--- config.mk ---
export PLATFORM = sky130hd
export DESIGN_NAME = wb_periph_splitter
export DESIGN_NICKNAME = d
export VERILOG_FILES = /design/src/rtl/wb_periph_splitter.sv
export SDC_FILE = /design/constraint.sdc
export NUM_CORES = 1
export LEC_CHECK = 0
export ABC_AREA = 1
export CORE_ASPECT_RATIO = 0.7
export CORE_MARGIN = 4
export CORE_UTILIZATION = 30
export DETAILED_ROUTE_END_ITERATION = 16
export PLACE_DENSITY = 0.69
export SLEW_MARGIN = 10
export SYNTH_ARGS = -nofsm -noshare
export SYNTH_HDL_FRONTEND = slang
export SYNTH_SLANG_ARGS = --single-unit
--- constraint.sdc ---
create_clock -name wb_clk_i -period 3.5 [get_ports wb_clk_i]
set_input_delay 0.7 -clock wb_clk_i [delete_from_list [all_inputs] [get_ports wb_clk_i]]
set_output_delay 0.7 -clock wb_clk_i [all_outputs]
set_load 0.02 [all_outputs]
--- src/rtl/wb_periph_splitter.sv ---
// Wishbone splitter: fans the user-project port out to NUM_SLAVES peripheral windows,
// with a bus-timeout watchdog, error acks for unmapped windows, local CSRs and IRQ routing.
module wb_periph_splitter #(
    parameter int unsigned NUM_SLAVES = 4,
    parameter int unsigned TIMEOUT    = 255
) (
    input  logic                       wb_clk_i,
    input  logic                       wb_rst_n_i,
    input  logic                       wbs_stb_i,
    input  logic                       wbs_cyc_i,
    input  logic                       wbs_we_i,
    input  logic [3:0]                 wbs_sel_i,
    input  logic [31:0]                wbs_adr_i,
    input  logic [31:0]                wbs_dat_i,
    output logic                       wbs_ack_o,
    output logic [31:0]                wbs_dat_o,
    output logic [NUM_SLAVES-1:0]      s_stb_o,
    input  logic [NUM_SLAVES-1:0]      s_ack_i,
    input  logic [32*NUM_SLAVES-1:0]   s_dat_i,
    input  logic [NUM_SLAVES-1:0]      s_irq_i,
    output logic [2:0]                 user_irq
);

    localparam int unsigned CW        = $clog2(TIMEOUT + 1);
    localparam logic [3:0]  LOCAL_IDX = 4'hF;
    localparam logic [31:0] UNMAP_DAT = 32'hDEAD_BEEF;
    localparam logic [31:0] TOUT_DAT  = 32'hBADC_0FFE;

    typedef enum logic [2:0] {
        S_IDLE,
        S_WAIT,
        S_RESP,
        S_TOUT,
        S_DRAIN
    } state_e;

    state_e                  state_q;
    logic [CW-1:0]           cnt_q;
    logic                    abort_q;
    logic [31:0]             rdata_q;
    logic [15:0]             err_cnt_q;
    logic                    to_flag_q;
    logic [31:0]             last_err_q;
    logic [NUM_SLAVES-1:0]   mask_q;
    logic [2:0]              irq_q;

    logic [3:0]              idx;
    logic                    req;
    logic                    slave_hit;
    logic                    local_hit;
    logic                    bus_phase;
    logic                    resp_phase;
    logic                    sel_ack;
    logic [31:0]             sel_dat;
    logic                    fwd_ack;
    logic [31:0]             csr_rdata;
    logic                    csr_wr;
    logic [15:0]             err_cnt_inc;
    logic [CW-1:0]           cnt_inc;
    logic [2:0]              irq_d;

    assign idx         = wbs_adr_i[19:16];
    assign req         = wbs_stb_i & wbs_cyc_i;
    assign slave_hit   = (32'(idx) < NUM_SLAVES);
    assign local_hit   = (idx == LOCAL_IDX);
    assign bus_phase   = (state_q == S_IDLE) || (state_q == S_WAIT);
    assign resp_phase  = (state_q == S_RESP) || (state_q == S_TOUT);
    assign csr_wr      = wbs_we_i && (wbs_sel_i == 4'hF);
    assign err_cnt_inc = (err_cnt_q == 16'hFFFF) ? err_cnt_q : err_cnt_q + 16'd1;
    assign cnt_inc     = cnt_q + CW'(1);

    // Select the addressed slave's ack and read data
    always_comb begin
        sel_ack = 1'b0;
        sel_dat = '0;
        for (int i = 0; i < NUM_SLAVES; i++) begin
            if (idx == 4'(i)) begin
                sel_ack = s_ack_i[i];
                sel_dat = s_dat_i[32*i +: 32];
            end
        end
    end

    // Per-slave strobe: only while a slave access can be in flight and not aborted
    always_comb begin
        s_stb_o = '0;
        for (int i = 0; i < NUM_SLAVES; i++) begin
            s_stb_o[i] = wb_rst_n_i & bus_phase & ~abort_q & wbs_stb_i & (idx == 4'(i));
        end
    end

    assign fwd_ack   = bus_phase & req & slave_hit & sel_ack;
    assign wbs_ack_o = wb_rst_n_i & (fwd_ack | resp_phase);
    assign wbs_dat_o = resp_phase ? rdata_q : sel_dat;
    assign user_irq  = irq_q;

    // Local CSR read mux
    always_comb begin
        case (wbs_adr_i[3:2])
            2'd0:    csr_rdata = {15'd0, to_flag_q, err_cnt_q};
            2'd1:    csr_rdata = 32'(mask_q);
            2'd2:    csr_rdata = last_err_q;
            default: csr_rdata = '0;
        endcase
    end

    // Masked interrupts folded onto three lines by slave index modulo 3
    always_comb begin
        irq_d = '0;
        for (int i = 0; i < NUM_SLAVES; i++) begin
            irq_d[i % 3] = irq_d[i % 3] | (s_irq_i[i] & mask_q[i]);
        end
    end

    // Transaction FSM, watchdog, CSRs and registered IRQ outputs
    always_ff @(posedge wb_clk_i) begin
        if (!wb_rst_n_i) begin
            state_q    <= S_IDLE;
            cnt_q      <= '0;
            abort_q    <= 1'b0;
            rdata_q    <= '0;
            err_cnt_q  <= '0;
            to_flag_q  <= 1'b0;
            last_err_q <= '0;
            mask_q     <= '0;
            irq_q      <= '0;
        end else begin
            irq_q <= irq_d;
            case (state_q)
                S_IDLE: begin
                    cnt_q <= '0;
                    if (req) begin
                        if (slave_hit) begin
                            // A same-cycle slave ack completes the access here
                            if (!sel_ack) state_q <= S_WAIT;
                        end else if (local_hit) begin
                            rdata_q <= csr_rdata;
                            state_q <= S_RESP;
                            if (csr_wr) begin
                                case (wbs_adr_i[3:2])
                                    2'd0: begin
                                        err_cnt_q <= '0;
                                        to_flag_q <= 1'b0;
                                    end
                                    2'd1:    mask_q <= wbs_dat_i[NUM_SLAVES-1:0];
                                    default: ;
                                endcase
                            end
                        end else begin
                            rdata_q    <= UNMAP_DAT;
                            err_cnt_q  <= err_cnt_inc;
                            last_err_q <= wbs_adr_i;
                            state_q    <= S_RESP;
                        end
                    end
                end
                S_WAIT: begin
                    if (req && sel_ack) begin
                        state_q <= S_IDLE;
                    end else if (!req) begin
                        state_q <= S_IDLE;
                    end else if (cnt_inc == CW'(TIMEOUT)) begin
                        state_q    <= S_TOUT;
                        abort_q    <= 1'b1;
                        rdata_q    <= TOUT_DAT;
                        err_cnt_q  <= err_cnt_inc;
                        last_err_q <= wbs_adr_i;
                        to_flag_q  <= 1'b1;
                    end else begin
                        cnt_q <= cnt_inc;
                    end
                end
                S_RESP:  state_q <= S_IDLE;
                S_TOUT:  state_q <= S_DRAIN;
                S_DRAIN: begin
                    if (!wbs_stb_i) begin
                        state_q <= S_IDLE;
                        abort_q <= 1'b0;
                    end
                end
                default: state_q <= S_IDLE;
            endcase
        end
    end

endmodule

==> results of run 1 <==
==> layout make-up <==
class,instances,area (um^2)
Fill cell,2186,11500
Multi-Input combinational cell,787,3630
Timing Repair Buffer,262,2520
Sequential cell,100,2000
Inverter,105,394
Tap cell,276,345
Clock buffer,12,256
Clock inverter,4,55.1
==> worst register-to-register path, stage by stage (launching register included) <==
cell and delay (ps):
dfxtp_1 370, ha_1 200, nand2_1 120, nor2_1 140, nand2_1 60, nand2_1 70, nand2_1 60, nor2_1 120
nand2_2 130, nand2_2 160, nand3_2 160, buf_4 250, nor3_1 330, nor2_1 70
==> registers in the layout, summed over array words and instances (netlist names) <==
register / count
mask_q: 4
to_flag_q: 1
user_irq: 3
abort_q: 1
err_cnt_q: 16
state_q: 3
cnt_q: 8
last_err_q: 32
rdata_q: 32
==> repair_timing <==
action / in CTS / in global routing
buffers inserted: 0 / 0
endpoints found under the setup margin: 33 / 1
gates resized for setup: 34 / 3
==> report_power, final <==
part	internal, mW	switching [mW]	leakage (nW)	total (mW)
clock network	0.598	0.458	0.149	1.06
registers	1.20	0.0384	0.817	1.24
logic	0.358	0.381	3.13	0.740
==> cell usage after synthesis, types with 3 or more instances <==
library cell  instances
o21ai_0              76
nor2_1              170
nand3_1              76
ha_1                  3
nor2_4                3
nand2_2               3
clkbuf_1             38
inv_2                 8
inv_1                95
nor2_2                3
dfxtp_1             100
a31oi_1              33
xor2_1                9
o31ai_1               3
o22ai_1              15
a21oi_1              61
nand4_1               3
buf_6                 3
nand3b_1              6
buf_2                16
nand2_1             288
nor3_1               17
==> final timing paths <==
| path | start | end | slack, ps | cells past startpoint |
|---|---|---|---|---|
| min | last_err_q[27]$_SDFFE_PN0P_ | rdata_q[27]$_SDFFE_PN0P_ | 460 | 2 |
| max | wbs_adr_i[18] | s_stb_o[2] | 130 | 8 |
| min reg2reg | last_err_q[27]$_SDFFE_PN0P_ | rdata_q[27]$_SDFFE_PN0P_ | 460 | 2 |
| max reg2reg | cnt_q[1]$_SDFFE_PN0P_ | rdata_q[10]$_SDFFE_PN0P_ | 1140 | 13 |
==> metal layers <==
metal / up-vias / routed length, um
met5: - / 0
met4: 0 / 195
met3: 19 / 1180
met2: 212 / 10200
met1: 3467 / 11200
li1: 3814 / -
==> cell families (layout without fill, tap and decap cells) <==
| group | after synthesis | count (layout) | share of synthesized area [%] |
|---|---|---|---|
| fa+ha+maj | 3 | 3 | 0.596 |
| flops | 100 | 100 | 31.8 |
| buf+inv | 165 | 383 | 10.6 |
| simple gates | 577 | 577 | 38.3 |
| xor+xnor | 10 | 10 | 1.39 |
| compound gates | 197 | 197 | 17.3 |
==> stage by stage <==
step / TNS, ps / total power, mW / hold slack, ps / setup slack [ps]
2_1_floorplan: 0 / 1.63 / 422 / 764
3_3_place_gp: -1910 / 2.02 / 452 / -135
5_1_grt: 0 / 3.18 / 477 / 4.60
4_1_cts: 0 / 3.05 / 463 / 106
6_report: 0 / 3.04 / 459 / 126
3_5_place_dp: -2350 / 2.03 / 455 / -129
==> flow_summary.ini, run 1 <==
[outcome]
status = finished, final reports clean

[sta]
slew_violations = 0
hold_viol_final = 0
finalCritPeriodShare_pct = 96.4
rsz0062_at_grt = no
fin_crit_ps = 3370
fmax_mhz = 296
slew_headroom_pct = 49.6
setup_violations = 0
worst_pin_slew_ps = 756
fin_skew_ps = 9.21

[global_routing]
grt_pass1_wl_um = 35500
grt_usage_pct = 18.2
grt_use_met1_pct = 26.6
grt-busiest-layer = met2
grt_max_degree = 71
overflow = 0
grtUsageMet3_pct = 3.51
grt_antenna_before_repair = 0
gr-usage-met2_pct = 28.7
grt_pass1_vias = 6962

[job]
maxCapViolCount = 0

[synthesis]
synth_top_cell_area_share_pct = 31.8
ys_ff_latch = 100
synthFlopType = dfxtp_1
yosysSeqAreaShare_pct = 31.8
synthTopCellsByArea = dfxtp_1 32%, nand2_1 17%, nor2_1 10%
async_flop_share_pct = 0
syn_area_um2 = 6300
syn_nets = 1264
avgSynthCellArea_um2 = 5.99
synth_edf_count = 0
yosys_warnings = 0
synthDistinctLibCells = 39
synth_top_area_cell = dfxtp_1
synthCells = 1052

[worst_setup_path]
startpoint_type = input port
required_ps = 2800
crit_slowest_cell = clkdlybuf4s50_1
crit_buf_inv = 4
crit_family = buffers and inverters
path_class = input port to output pin
crit_arrival_ps = 2670
max_stage_delay_ps = 630
crit_path_end_kind = output pin
crit_chain = clkdlybuf4s50_1, nor2_4, inv_2, nor2_1, nand2_1, buf_4, nor2_1, clkdlybuf4s50_1
cp_max_fo = 14

[placement]
placed_area_um2 = 8930
dp_hpwl_um = 17300
dp_cells = 1530
io_buffer_count = 220
place_congestion = 0.894

[cells_and_area]
finalNonFillerCells = 1546
drive_gt1_share_pct = 6.69
final_cell_area_um2 = 9210
final_util_pct = 44.5
areaGrowthSynthToFinish_pct = 46.1
diodes = 0
nNetsFinal = 1477
layout_common_cells = 287 x nand2_1, 186 x clkdlybuf4s50_1, 170 x nor2_1
layout_commonest_cell = nand2_1

[floorplan]
die_h_um = 129
pin_count = 249
dieArea_um2 = 23400
num_rows = 44
die_x_um = 181
start_util_pct = 30.4
core_area_um2 = 20700

[route]
via_per_inst = 4.86
first_pass_iters = 5
num_vias = 7512
drc = 0
ant_nets = 0
wl_per_cell_um = 14.7
first_iter_violations = 483
routed_wl_um = 22800

[clock_tree]
cts_tree = built
numClockSinks = 100
numCtsBuffers = 9
cts_max_path_buffers = 2
cts-hold-fix-buffers = 0
ctsRootBufferMaster = clkbuf_16
clk_latency_ps = 350
cts.reportedPaths.clkPinSlew_ps = 70
ctsHtreeMaxLevel = 3

[worst_hold_path]
min_path_type = flop to flop

[power]
p_per_area_nw_per_um2 = 330
peakVddDrop_mv = 0.291
power_leakage_nw = 4.10
Power figures use the tool's default switching activity.
==> run 2: changes to the inputs <==
Settings changed: PLACE_DENSITY 0.69 to unset, RECOVER_POWER set to 100.
==> run 2 against run 1 <==
Compared with the run above:
- core utilization fell by 0.079 points
- setup slack improved by 65 ps
- clock skew rose by 5.1 ps
- count of clock-buffer cells in the layout is 3 lower
- design area down 0.18%
- hold slack improved by 4.8 ps
- highest routed layer unchanged
==> flow_summary.ini, run 2 (synthesis results as in run 1) <==
[worst_hold_path]
min_path_type = flop to flop
worstHoldStart = last_err_q[27]$_SDFFE_PN0P_

[outcome]
status = finished, final reports clean

[sta]
slew_headroom_pct = 48.4
setup_violations = 0
slew_violations = 0
fin_crit_ps = 3310
fin_skew_ps = 14.3
worst_pin_slew_ps = 775
finalWorstSetupSlack_ps = 192
hold_viol_final = 0
finalCritPeriodShare_pct = 94.5
rsz0062_at_grt = no
fmax_mhz = 302

[clock_tree]
numCtsBuffers = 9
cts_tree = built
cts_max_path_buffers = 2
numClockSinks = 100
clk_latency_ps = 360
cts.reportedPaths.clkPinSlew_ps = 90
ctsRootBufferMaster = clkbuf_16
ctsHtreeMaxLevel = 3

[cells_and_area]
areaGrowthSynthToFinish_pct = 45.9
layout_commonest_cell = nand2_1
diodes = 0
top_regs = last_err_q x32, rdata_q x32, err_cnt_q x16
nNetsFinal = 1477
layout_common_cells = 287 x nand2_1, 178 x clkdlybuf4s50_1, 171 x nor2_1
drive_gt1_share_pct = 5.83

[worst_setup_path]
required_ps = 2800
cp-startpoint = wbs_adr_i[16]
regToRegStartpoint = cnt_q[0]$_SDFFE_PN0P_
crit_arrival_ps = 2610
path_class = input port to output pin
startpoint_type = input port
cp_max_fo = 11
crit_path_end_kind = output pin

[route]
dr_wl_met3_um = 1130
drc = 0
wl_per_cell_um = 14.8
num_vias = 7369
via_per_inst = 4.77
wl_met2_um = 9960
first_iter_violations = 475
top_layer = met4
ant_nets = 0
wl_met1_um = 11500
first_pass_iters = 5
routed_wl_um = 22900

[floorplan]
pin_count = 249
core_area_um2 = 20700
start_util_pct = 30.4
dieArea_um2 = 23400
die_h_um = 129
die_x_um = 181
num_rows = 44

[power]
p_per_area_nw_per_um2 = 331
peakVddDrop_mv = 0.255
power.total_mw = 3.04
power_leakage_nw = 4.12

[global_routing]
grt_max_degree = 71
grt_antenna_before_repair = 0
grt_pass1_wl_um = 36100
grt_pass1_vias = 6793
overflow = 0
grt_usage_pct = 18.8

[job]
maxCapViolCount = 0

[placement]
dp_slack_ps = -116
place_congestion = 0.823
io_buffer_count = 220
dp_hpwl_um = 17400
run 2: critical path, stage by stage:
cell and delay [ps]:
clkdlybuf4s50_1 600, buf_4 180, nand2_1 100, nor2_4 190, buf_12 150, nand2_1 50, nand2_1 80, inv_1 50
nand3_1 70, a21oi_1 70, dlygate4sd2_1 360
run 2: area by class of cell:
type	count	area, um^2
clock buffer	9	225
multi-input combinational	787	3570
timing repair buffer	262	2550
tap	276	345
sequential	100	2000
fill	2243	11500
inverter	105	394
clock inverter	7	96.3
run 2: routing by layer:
metal,GRT usage [%],up-vias
met5,0,-
met4,3.35,0
met3,3.54,23
met2,28.4,179
met1,28.1,3342
li1,-,3825
run 2: metrics by stage:
step | area (um^2) | setup TNS [ps] | hold WS [ps] | util, % | std cells
2_1_floorplan | 6300 | 0 | 422 | - | 1052
3_3_place_gp | 8980 | -1720 | 446 | 43.4 | 1530
3_5_place_dp | 8980 | -2150 | 451 | 43.4 | 1530
4_1_cts | 9270 | 0 | 467 | 44.8 | 1546
5_1_grt | 9190 | 0 | 491 | 44.4 | 1546
6_report | 9190 | 0 | 464 | 44.4 | 1546
run 2: worst paths after layout:
kind,endpoint,slack [ps],depth (start not counted)
worst max-delay path,wbs_ack_o,190,11
worst min-delay path,rdata_q[27]$_SDFFE_PN0P_,460,2
worst max register to register,last_err_q[19]$_SDFFE_PN0P_,910,14
worst min register to register,rdata_q[27]$_SDFFE_PN0P_,460,2
run 2: where the power goes:
part	switching [mW]	internal, mW
Clock	0.540	0.524
Combinational	0.378	0.358
Sequential	0.0374	1.20
Total	0.955	2.09
run 2: timing repair:
action,in CTS,in global routing
gates resized for setup,33,2
hold buffers,0,0
setup buffers,0,0
cloned,0,0
endpoints found under the setup margin,33,7
